[src/rtl/risc_lsu_if.sv]
// Request, data-memory bus and response signals of the load/store unit.
// The LSU binds to the slave view; the execute stage / memory side uses master.
interface risc_lsu_if #(
    parameter int XLEN   = 32,
    parameter int ADDR_W = 32
);
    logic                req_valid;
    logic                req_ready;
    logic                req_we;
    logic [2:0]          req_funct3;
    logic [ADDR_W-1:0]   req_addr;
    logic [XLEN-1:0]     req_wdata;

    logic                mem_valid;
    logic                mem_ready;
    logic                mem_we;
    logic [ADDR_W-1:0]   mem_addr;
    logic [XLEN/8-1:0]   mem_be;
    logic [XLEN-1:0]     mem_wdata;
    logic [XLEN-1:0]     mem_rdata;

    logic                rsp_valid;
    logic [XLEN-1:0]     rsp_rdata;
    logic                rsp_err;

    modport slave (
        input  req_valid, req_we, req_funct3, req_addr, req_wdata,
        input  mem_ready, mem_rdata,
        output req_ready, mem_valid, mem_we, mem_addr, mem_be, mem_wdata,
        output rsp_valid, rsp_rdata, rsp_err
    );

    modport master (
        output req_valid, req_we, req_funct3, req_addr, req_wdata,
        output mem_ready, mem_rdata,
        input  req_ready, mem_valid, mem_we, mem_addr, mem_be, mem_wdata,
        input  rsp_valid, rsp_rdata, rsp_err
    );
endinterface

[src/rtl/risc_lsu.sv]
// Load/store unit: one request at a time, misaligned accesses split into two
// aligned byte-enabled beats, load data gathered and sign/zero extended.
module risc_lsu #(
    parameter int XLEN   = 32,
    parameter int ADDR_W = 32
) (
    input  logic        clk,
    input  logic        rst_n,
    risc_lsu_if.slave   bus
);
    localparam int NB    = XLEN / 8;
    localparam int OFF_W = $clog2(NB);
    localparam int BW    = 2 * NB;

    typedef enum logic [1:0] {S_IDLE, S_BEAT0, S_BEAT1, S_RESP} state_t;

    state_t            r_state, w_state_next;
    logic              r_we, r_uns, r_rsp_err;
    logic [1:0]        r_size;
    logic [ADDR_W-1:0] r_addr;
    logic [XLEN-1:0]   r_wdata, r_lo, r_rsp_rdata;

    logic              w_accept, w_legal, w_done, w_split, w_sign;
    logic [OFF_W-1:0]  w_off;
    logic [3:0]        w_nbytes;
    logic [4:0]        w_span;
    logic [ADDR_W-1:0] w_aligned;
    logic [BW-1:0]     w_be_win;
    logic [2*XLEN-1:0] w_wd_win, w_rd_win, w_rd_shift;
    logic [XLEN-1:0]   w_gather, w_mask, w_ext;

    function automatic logic f_legal(input logic we, input logic [2:0] f3);
        if (we)
            return !f3[2] && ((XLEN == 64) || (f3 != 3'b011));
        else
            return (f3 != 3'b111) && ((XLEN == 64) || ((f3 != 3'b011) && (f3 != 3'b110)));
    endfunction

    assign w_accept  = bus.req_valid && (r_state == S_IDLE);
    assign w_legal   = f_legal(bus.req_we, bus.req_funct3);
    assign w_done    = bus.mem_valid && bus.mem_ready;
    assign w_off     = r_addr[OFF_W-1:0];
    assign w_nbytes  = 4'd1 << r_size;
    assign w_span    = 5'(w_off) + 5'(w_nbytes);
    assign w_split   = w_span > 5'(NB);
    assign w_aligned = {r_addr[ADDR_W-1:OFF_W], {OFF_W{1'b0}}};

    // Both beats are viewed as one double-width window: low half is beat0, high half beat1.
    assign w_be_win   = ((BW'(1) << w_nbytes) - BW'(1)) << w_off;
    assign w_wd_win   = {{XLEN{1'b0}}, r_wdata} << {w_off, 3'b000};
    assign w_rd_win   = (r_state == S_BEAT1) ? {bus.mem_rdata, r_lo} : {{XLEN{1'b0}}, bus.mem_rdata};
    assign w_rd_shift = w_rd_win >> {w_off, 3'b000};
    assign w_gather   = w_rd_shift[XLEN-1:0];

    always_comb begin
        w_mask = '1;
        w_sign = w_gather[XLEN-1];
        case (r_size)
            2'd0: begin w_mask = XLEN'(8'hFF);         w_sign = w_gather[7];  end
            2'd1: begin w_mask = XLEN'(16'hFFFF);      w_sign = w_gather[15]; end
            2'd2: begin w_mask = XLEN'(32'hFFFF_FFFF); w_sign = w_gather[31]; end
            default: ;
        endcase
        w_ext = (w_gather & w_mask) | ((!r_uns && w_sign) ? ~w_mask : '0);
    end

    always_ff @(posedge clk or negedge rst_n) begin
        if (!rst_n) r_state <= S_IDLE;
        else        r_state <= w_state_next;
    end

    always_comb begin
        w_state_next = r_state;
        case (r_state)
            S_IDLE:  if (w_accept) w_state_next = w_legal ? S_BEAT0 : S_RESP;
            S_BEAT0: if (bus.mem_ready) w_state_next = w_split ? S_BEAT1 : S_RESP;
            S_BEAT1: if (bus.mem_ready) w_state_next = S_RESP;
            S_RESP:  w_state_next = S_IDLE;
            default: w_state_next = S_IDLE;
        endcase
    end

    always_comb begin
        bus.req_ready = (r_state == S_IDLE);
        bus.mem_valid = (r_state == S_BEAT0) || (r_state == S_BEAT1);
        bus.mem_we    = bus.mem_valid && r_we;
        bus.mem_addr  = '0;
        bus.mem_be    = '0;
        bus.mem_wdata = '0;
        if (r_state == S_BEAT0) begin
            bus.mem_addr  = w_aligned;
            bus.mem_be    = w_be_win[NB-1:0];
            bus.mem_wdata = w_wd_win[XLEN-1:0];
        end else if (r_state == S_BEAT1) begin
            bus.mem_addr  = w_aligned + ADDR_W'(NB);
            bus.mem_be    = w_be_win[BW-1:NB];
            bus.mem_wdata = w_wd_win[2*XLEN-1:XLEN];
        end
        bus.rsp_valid = (r_state == S_RESP);
        bus.rsp_rdata = r_rsp_rdata;
        bus.rsp_err   = r_rsp_err;
    end

    always_ff @(posedge clk or negedge rst_n) begin
        if (!rst_n) begin
            r_we        <= 1'b0;
            r_uns       <= 1'b0;
            r_size      <= '0;
            r_addr      <= '0;
            r_wdata     <= '0;
            r_lo        <= '0;
            r_rsp_rdata <= '0;
            r_rsp_err   <= 1'b0;
        end else begin
            if (w_accept) begin
                r_we    <= bus.req_we;
                r_size  <= bus.req_funct3[1:0];
                r_uns   <= bus.req_funct3[2];
                r_addr  <= bus.req_addr;
                r_wdata <= bus.req_wdata;
                if (!w_legal) begin
                    r_rsp_err   <= 1'b1;
                    r_rsp_rdata <= '0;
                end
            end
            if ((r_state == S_BEAT0) && w_done)
                r_lo <= bus.mem_rdata;
            // The last beat of an access latches the response for the RESP cycle.
            if (w_done && ((r_state == S_BEAT1) || !w_split)) begin
                r_rsp_err   <= 1'b0;
                r_rsp_rdata <= r_we ? '0 : w_ext;
            end
        end
    end
endmodule

[src/flat_wrapper.sv]
// flat-port wrapper written by rule: the top's interface ports become plain ports
module risc_lsu_flat 
#(
    parameter int XLEN   = 32,
    parameter int ADDR_W = 32
)
  (clk, rst_n, bus_req_valid, bus_req_we, bus_req_funct3, bus_req_addr, bus_req_wdata, bus_mem_ready, bus_mem_rdata, bus_req_ready, bus_mem_valid, bus_mem_we, bus_mem_addr, bus_mem_be, bus_mem_wdata, bus_rsp_valid, bus_rsp_rdata, bus_rsp_err);
  risc_lsu_if #(.XLEN(XLEN), .ADDR_W(ADDR_W)) bus_i ();
  input  logic clk;
  input  logic rst_n;
  input wire logic [$bits(bus_i.req_valid)-1:0] bus_req_valid;
  input wire logic [$bits(bus_i.req_we)-1:0] bus_req_we;
  input wire logic [$bits(bus_i.req_funct3)-1:0] bus_req_funct3;
  input wire logic [$bits(bus_i.req_addr)-1:0] bus_req_addr;
  input wire logic [$bits(bus_i.req_wdata)-1:0] bus_req_wdata;
  input wire logic [$bits(bus_i.mem_ready)-1:0] bus_mem_ready;
  input wire logic [$bits(bus_i.mem_rdata)-1:0] bus_mem_rdata;
  output wire logic [$bits(bus_i.req_ready)-1:0] bus_req_ready;
  output wire logic [$bits(bus_i.mem_valid)-1:0] bus_mem_valid;
  output wire logic [$bits(bus_i.mem_we)-1:0] bus_mem_we;
  output wire logic [$bits(bus_i.mem_addr)-1:0] bus_mem_addr;
  output wire logic [$bits(bus_i.mem_be)-1:0] bus_mem_be;
  output wire logic [$bits(bus_i.mem_wdata)-1:0] bus_mem_wdata;
  output wire logic [$bits(bus_i.rsp_valid)-1:0] bus_rsp_valid;
  output wire logic [$bits(bus_i.rsp_rdata)-1:0] bus_rsp_rdata;
  output wire logic [$bits(bus_i.rsp_err)-1:0] bus_rsp_err;
  assign bus_i.req_valid = bus_req_valid;
  assign bus_i.req_we = bus_req_we;
  assign bus_i.req_funct3 = bus_req_funct3;
  assign bus_i.req_addr = bus_req_addr;
  assign bus_i.req_wdata = bus_req_wdata;
  assign bus_i.mem_ready = bus_mem_ready;
  assign bus_i.mem_rdata = bus_mem_rdata;
  assign bus_req_ready = bus_i.req_ready;
  assign bus_mem_valid = bus_i.mem_valid;
  assign bus_mem_we = bus_i.mem_we;
  assign bus_mem_addr = bus_i.mem_addr;
  assign bus_mem_be = bus_i.mem_be;
  assign bus_mem_wdata = bus_i.mem_wdata;
  assign bus_rsp_valid = bus_i.rsp_valid;
  assign bus_rsp_rdata = bus_i.rsp_rdata;
  assign bus_rsp_err = bus_i.rsp_err;
  risc_lsu #(.XLEN(XLEN), .ADDR_W(ADDR_W)) u_core (.clk(clk), .rst_n(rst_n), .bus(bus_i));
endmodule
[config.mk]
export PLATFORM = sky130hd
export DESIGN_NAME = risc_lsu_flat
export DESIGN_NICKNAME = d
export VERILOG_FILES = /design/src/rtl/risc_lsu_if.sv /design/src/rtl/risc_lsu.sv /design/src/flat_wrapper.sv
export SDC_FILE = /design/constraint.sdc
export NUM_CORES = 1
export LEC_CHECK = 0
export BUFFER_PORTS_ARGS = -buffer_cell sky130_fd_sc_hd__buf_4
export CORE_ASPECT_RATIO = 1.4
export CORE_UTILIZATION = 40
export CTS_CLUSTER_DIAMETER = 200
export CTS_CLUSTER_SIZE = 12
export DETAILED_ROUTE_END_ITERATION = 8
export HOLD_SLACK_MARGIN = 0.06
export SLEW_MARGIN = 20
export SYNTH_ARGS = -nofsm -noshare
export SYNTH_HDL_FRONTEND = slang
export SYNTH_SLANG_ARGS = --single-unit
[constraint.sdc]
create_clock -name clk -period 3.4 [get_ports clk]
set_clock_uncertainty 0.1 [all_clocks]
set_input_delay 0.68 -clock clk [delete_from_list [all_inputs] [get_ports clk]]
set_output_delay 0.68 -clock clk [all_outputs]
set_load 0.03 [all_outputs]
After elaboration in Yosys (flattened, before gate mapping)
Cells that the tools add are included.
{"block": "totals", "out_inout_bits": 105, "wordCells": 75, "latch_bits": 0, "input_bits": 104, "register_bits": 135, "mem_bits_rw": 0, "rom_bits": 0, "n_memories": 0}
{"block": "classes", "n_addsub": 3, "n_lt_le_gt_ge": 1, "multipliers": 0, "reduce_logical": 19, "div": 0, "n_eq_ne": 11, "shifts": 5, "muxes": 24, "bitwise": 3}
{"operator": "$mux W32", "count": 9}
{"operator": "$mux W64", "count": 1}
{"operator": "$pmux W32 S2", "count": 1}
{"operator": "$shl A32 B5 Y64", "count": 1}
{"operator": "$shr A64 B5 Y32", "count": 1}
{"operator": "$add A32 B3 Y32 const B", "count": 1}
{"operator": "$and A32 B32 Y32", "count": 1}
{"operator": "$not A32 Y32", "count": 1}
{"operator": "$or A32 B32 Y32", "count": 1}
{"operator": "$logic_and A1 B1 Y1", "count": 9}
{"operator": "$mux W2", "count": 4}
{"operator": "$mux W4", "count": 2}
{"operator": "$pmux W2 S4", "count": 1}
{"operator": "$shl A1 B4 Y8 const A", "count": 1}
{"operator": "$shl A8 B2 Y8", "count": 1}
{"operator": "$sub A8 B2 Y8 const B", "count": 1}
{"operator": "$ne A2 B2 Y1 const B", "count": 3}
{"operator": "$ne A3 B3 Y1 const B", "count": 2}
{"operator": "$add A2 B4 Y5", "count": 1}
{"operator": "$gt A5 B3 Y1 const B", "count": 1}
{"operator": "$mux W1", "count": 5}
{"operator": "$eq A2 B1 Y1 const B", "count": 2}
{"operator": "$eq A2 B2 Y1 const B", "count": 2}
{"operator": "$logic_not A2 Y1", "count": 2}
{"operator": "9 further kinds", "count": 12}

Longest topological paths before layout
{"block": "logic_depth", "ltp_word": 9, "depth_mapped": 12, "depth_no_buf": 10}

Worst setup path before layout
Ideal clock, no wire load.
{"block": "synth_timing", "kind": "register to output", "startpoint": "register u_core.r_state[0]", "endpoint": "output port bus_mem_be[1]", "n_path_buf": 4, "stages_incl_launch_ff": 9, "required_time_ns": 2.620, "slack_ns": 0.268, "arrival_time_ns": 2.352, "path_cell_list": "dfrtp_1 -> inv_1 -> ha_1 -> clkbuf_2 -> buf_4 -> clkbuf_1 -> clkbuf_1 -> a21oi_1 -> a221oi_1"}
{"block": "synth_between", "elab_chain_len": 3, "elab_cells_between_ends": 4, "cone_classes": "eq/ne: 2; mux: 2"}
{"element": "start: declaration", "line": "risc_lsu.sv:17", "source": "state_t r_state, w_state_next;"}
{"element": "start signal: assignment", "line": "risc_lsu.sv:69", "source": "else r_state <= w_state_next;"}
{"element": "$eq A2 B2 Y1", "line": "risc_lsu.sv:94", "source": "end else if (r_state == S_BEAT1) begin"}
{"element": "$mux W4", "line": "risc_lsu.sv:94"}
{"element": "$mux W4 *", "line": "risc_lsu.sv:90", "source": "if (r_state == S_BEAT0) begin"}
{"element": "end: declaration", "line": "flat_wrapper.sv:22", "source": "output wire logic [$bits(bus_i.mem_be)-1:0] bus_mem_be;"}
Every way passes the cells marked *; elsewhere a longest branch is shown, timed or not.

Worst setup path in the final report
{"block": "layout_timing", "startpoint": "register u_core.r_state[1]", "endpoint": "output port bus_mem_addr[24]"}
{"block": "layout_between", "elab_chain_len": 3, "elab_cells_between_ends": 4, "cone_classes": "eq/ne: 2; mux: 2"}
{"element": "$eq A2 B2 Y1", "line": "risc_lsu.sv:94"}
{"element": "$mux W32", "line": "risc_lsu.sv:94"}
{"element": "$mux W32 *", "line": "risc_lsu.sv:90"}
{"element": "end: declaration", "line": "flat_wrapper.sv:21", "source": "output wire logic [$bits(bus_i.mem_addr)-1:0] bus_mem_addr;"}
Marks and branches as above.

==> metrics.txt <==
total grt overflow 0; Antenna Nets Post-Route 0; Post-Syn Area approximately 8300 um^2; Worst Slack Setup Final between 0.07 and 0.08 ns; initial antenna violation count 0; Initial Util 0.407; Die X approximately 120 um; largest net degree at the start of global routing 80; Bufs on Longest Clock Path 2; flops & latches, synth around 140; Fin. Hold Viols 0; Residual DRC 0; design area around 11000 um^2; Post-synth EDFFs 0; clock slew at reported path FFs 0.06 ns; VDD IR max 612 uV; combinational power share 0.598; Sw Ratio 0.461; DP Area 10200 um^2; area share of the largest cell type after synthesis 0.405; Worst setup SP type flip-flop; leakage power total between 4 and 5 nW; min Tclk post-route ~3.3 ns; Worst EP required about 2.6 ns; RSZ-0062 raised after global routing no; CTS tree done; worst slew pin tran roughly 0.80 ns; antenna fix cells 0; worst endpoint data arrival time about 2.6 ns; PnR Total Power 12.5 mW; library cells used by synthesis 54; io pins 209; critical path's top delay family simple AND/OR/NAND/NOR gates; DR vias/cell ~5.7; Num CTS Buffers 17; Int Pwr 6.72 mW; Psw between 5 and 6 mW; DIE HEIGHT 173 um; Period Utilization, post-route 0.978; Core ar. approximately 20000 um^2; nets@finish between 1000 and 1500; leading area contributor after synthesis dfrtp_1; First DRT Iteration DRCs 451; register share of total power 0.243; detailed placement HPWL 18100 um; cell breakdown of the critical path inv_1 -> ha_4 -> nor2b_2 -> and4_1 -> nand3_1 -> or4_1 -> o21ai_0 -> buf_4; Clk pwr share 0.159; FFs w/ async S/R, synth 1.00; Total Die Area 21400 um^2; Area Growth Syn to Fin 31.6%; RD Place Congestion ~0.86; vias in the first global route 7247; layout cells sized above 1 0.400; global-route wire length before repair 39600 um; Slew HR 0.466; clock latency on the worst-skew pair between 0.4 and 0.5 ns; GRT Util Overall 0.244; critical path peak fanout 13; Fin Hold WS ~0.18 ns; CTS hold repair buffers 0; first-pass detailed-route iteration total 6; top_reg_cell synth dfrtp_1; Seq/Total Area, Yosys 0.405; Warnings, synthesis 0; Cells after Synth between 800 and 900; fmax 0.301 GHz; setup TNS 0 ns; Pins Over Slew Limit 0; pwr dens between 1000 and 1500 nW/um^2; slowest stage cell, crit path dfrtp_2; row cnt 62; Avg Synthesized Cell Area roughly 10 um^2; Setup crit end kind primary output; DR WL/cell between 15 and 20 um; WP buf/inv 2; routed wire length approximately 26000 um; DP Worst Slack 0.134 ns; clk sink count 135; Synth area leaders dfrtp_1 41%, mux2_2 15%, mux2i_1 7.9%; H-tree level count 4; Max-Cap Viols 0; worst min path class input pin to asynchronous set/reset pin; port bufs a little over 200; # setup viols final 0; max incr delay on CP between 0.4 and 0.5 ns; status complete, no violations; Setup CP Type flip-flop to primary output; root buf cell clkbuf_16; via count about 7400
sequential cells by signal, indices dropped and copies added (netlist names):
name	flops
u_core.r_we	1
u_core.bus.rsp_rdata	32
u_core.r_state	2
u_core.bus.rsp_err	1
u_core.r_lo	32
u_core.r_wdata	32
u_core.r_size	2
u_core.r_addr	32
u_core.r_uns	1
cell usage in the layout (no fill, tap or decap), types with 3 or more instances in the layout:
cell type and instances:
a211oi_1 15, a21oi_1 15, a221oi_1 8, a22o_1 17
a22oi_1 19, a31oi_1 15, and2_1 3, and3_1 15
and4_1 4, buf_4 243, bufinv_16 4, clkbuf_16 17
clkbuf_8 3, clkinv_1 3, dfrtp_1 132, ha_1 5
inv_1 9, mux2_2 109, mux2i_1 66, nand2_1 85
nand3_1 22, nand4_1 11, nor2_1 33, nor2b_1 9
nor3_1 3, o21ai_0 64, o22ai_1 11, o2bb2ai_1 14
o2bb2ai_2 10, xnor2_1 5, xor2_1 19
stage by stage:
stage,utilization,instances
floorplan,-,823
global placement,0.499,1255
detailed placement,0.499,1255
CTS,0.530,1287
global route,0.535,1293
finish,0.535,1293
worst reg2reg max path, cell delays in order (launching register included):
cell,delay [ns]
dfrtp_1,0.34
inv_1,0.11
nand2_1,0.12
clkinv_1,0.09
ha_1,0.24
fa_1,0.50
nor2_1,0.07
o22ai_2,0.27
a21oi_1,0.19
a31oi_4,0.51
buf_16,0.24
o2bb2ai_1,0.14
what timing repair did:
item                                    4_1_cts  5_1_grt
setup buffers                                 0        5
gates resized for setup                       4        6
endpoints found under the setup margin       19       30
gates cloned                                  0        0
routing by layer:
layer	GRT usage	part of all wire	vias to the layer above	routed length, um
met4	0.107	0.035	0	889
met5	0	0	-	0
met2	0.424	0.53	259	13500
li1	-	-	3440	-
met3	0.0485	0.053	47	1350
met1	0.285	0.38	3667	9790
final timing paths:
check,slack (ns),start,cells past startpoint,end
worst min register to register,0.40,u_core.bus.rsp_rdata[0]$_DFFE_PN0P_,1,u_core.bus.rsp_rdata[0]$_DFFE_PN0P_
worst min-delay path,0.18,rst_n,1,u_core.bus.rsp_rdata[1]$_DFFE_PN0P_
min in group clk,0.39,bus_req_wdata[17],2,u_core.r_wdata[17]$_DFFE_PN0P_
worst max register to register,0.42,u_core.r_size[1]$_DFFE_PN0P_,11,u_core.bus.rsp_rdata[18]$_DFFE_PN0P_
worst max-delay path,0.07,u_core.r_state[1]$_DFFE_PN0P_,8,bus_mem_addr[24]
max in group asynchronous,2.23,rst_n,2,u_core.r_lo[19]$_DFFE_PN0P_
power by group through the flow:
stage	Clock, mW	Sequential (mW)	Combinational, mW
global placement	0	3.01	7.25
detailed placement	0	3.03	7.31
finish	1.99	3.03	7.45
global route	2.09	3.13	8.00
floorplan	0	3.02	4.92
CTS	2.02	3.01	7.36
synth_stat cells (all sizes together), types with 7 or more instances:
| cell type | instances |
|---|---|
| mux2 | 109 |
| nand2 | 86 |
| a211oi | 17 |
| a221oi | 8 |
| xor2 | 19 |
| and3 | 15 |
| nor2b | 10 |
| a22o | 17 |
| inv | 9 |
| o22ai | 12 |
| a31oi | 16 |
| dfrtp | 135 |
| nand3 | 22 |
| ha | 7 |
| a21oi | 15 |
| o2bb2ai | 24 |
| buf | 33 |
| mux2i | 66 |
| clkbuf | 33 |
| nand4 | 11 |
| nor2 | 35 |
| a22oi | 19 |
| o21ai | 64 |
kinds of logic after synthesis:
family / after synthesis / share of synthesized area
buf+inv: 78 / 0.0423
simple gates: 200 / 0.113
compound gates: 201 / 0.174
other cells: 1 / 0.000450
fa+ha+maj: 8 / 0.0129
flops: 135 / 0.405
xor+xnor: 24 / 0.0252
mux: 175 / 0.227
area by class of cell:
cell class                 count  area (um^2)
fill                        1917         9510
multi-input combinational    610         4680
sequential                   135         3380
timing repair buffer         248         1910
clock buffer                  21          460
tap                          256          320
clock inverter                11          171
inverter                      12         45.0
(Power assumes the default switching activity.)
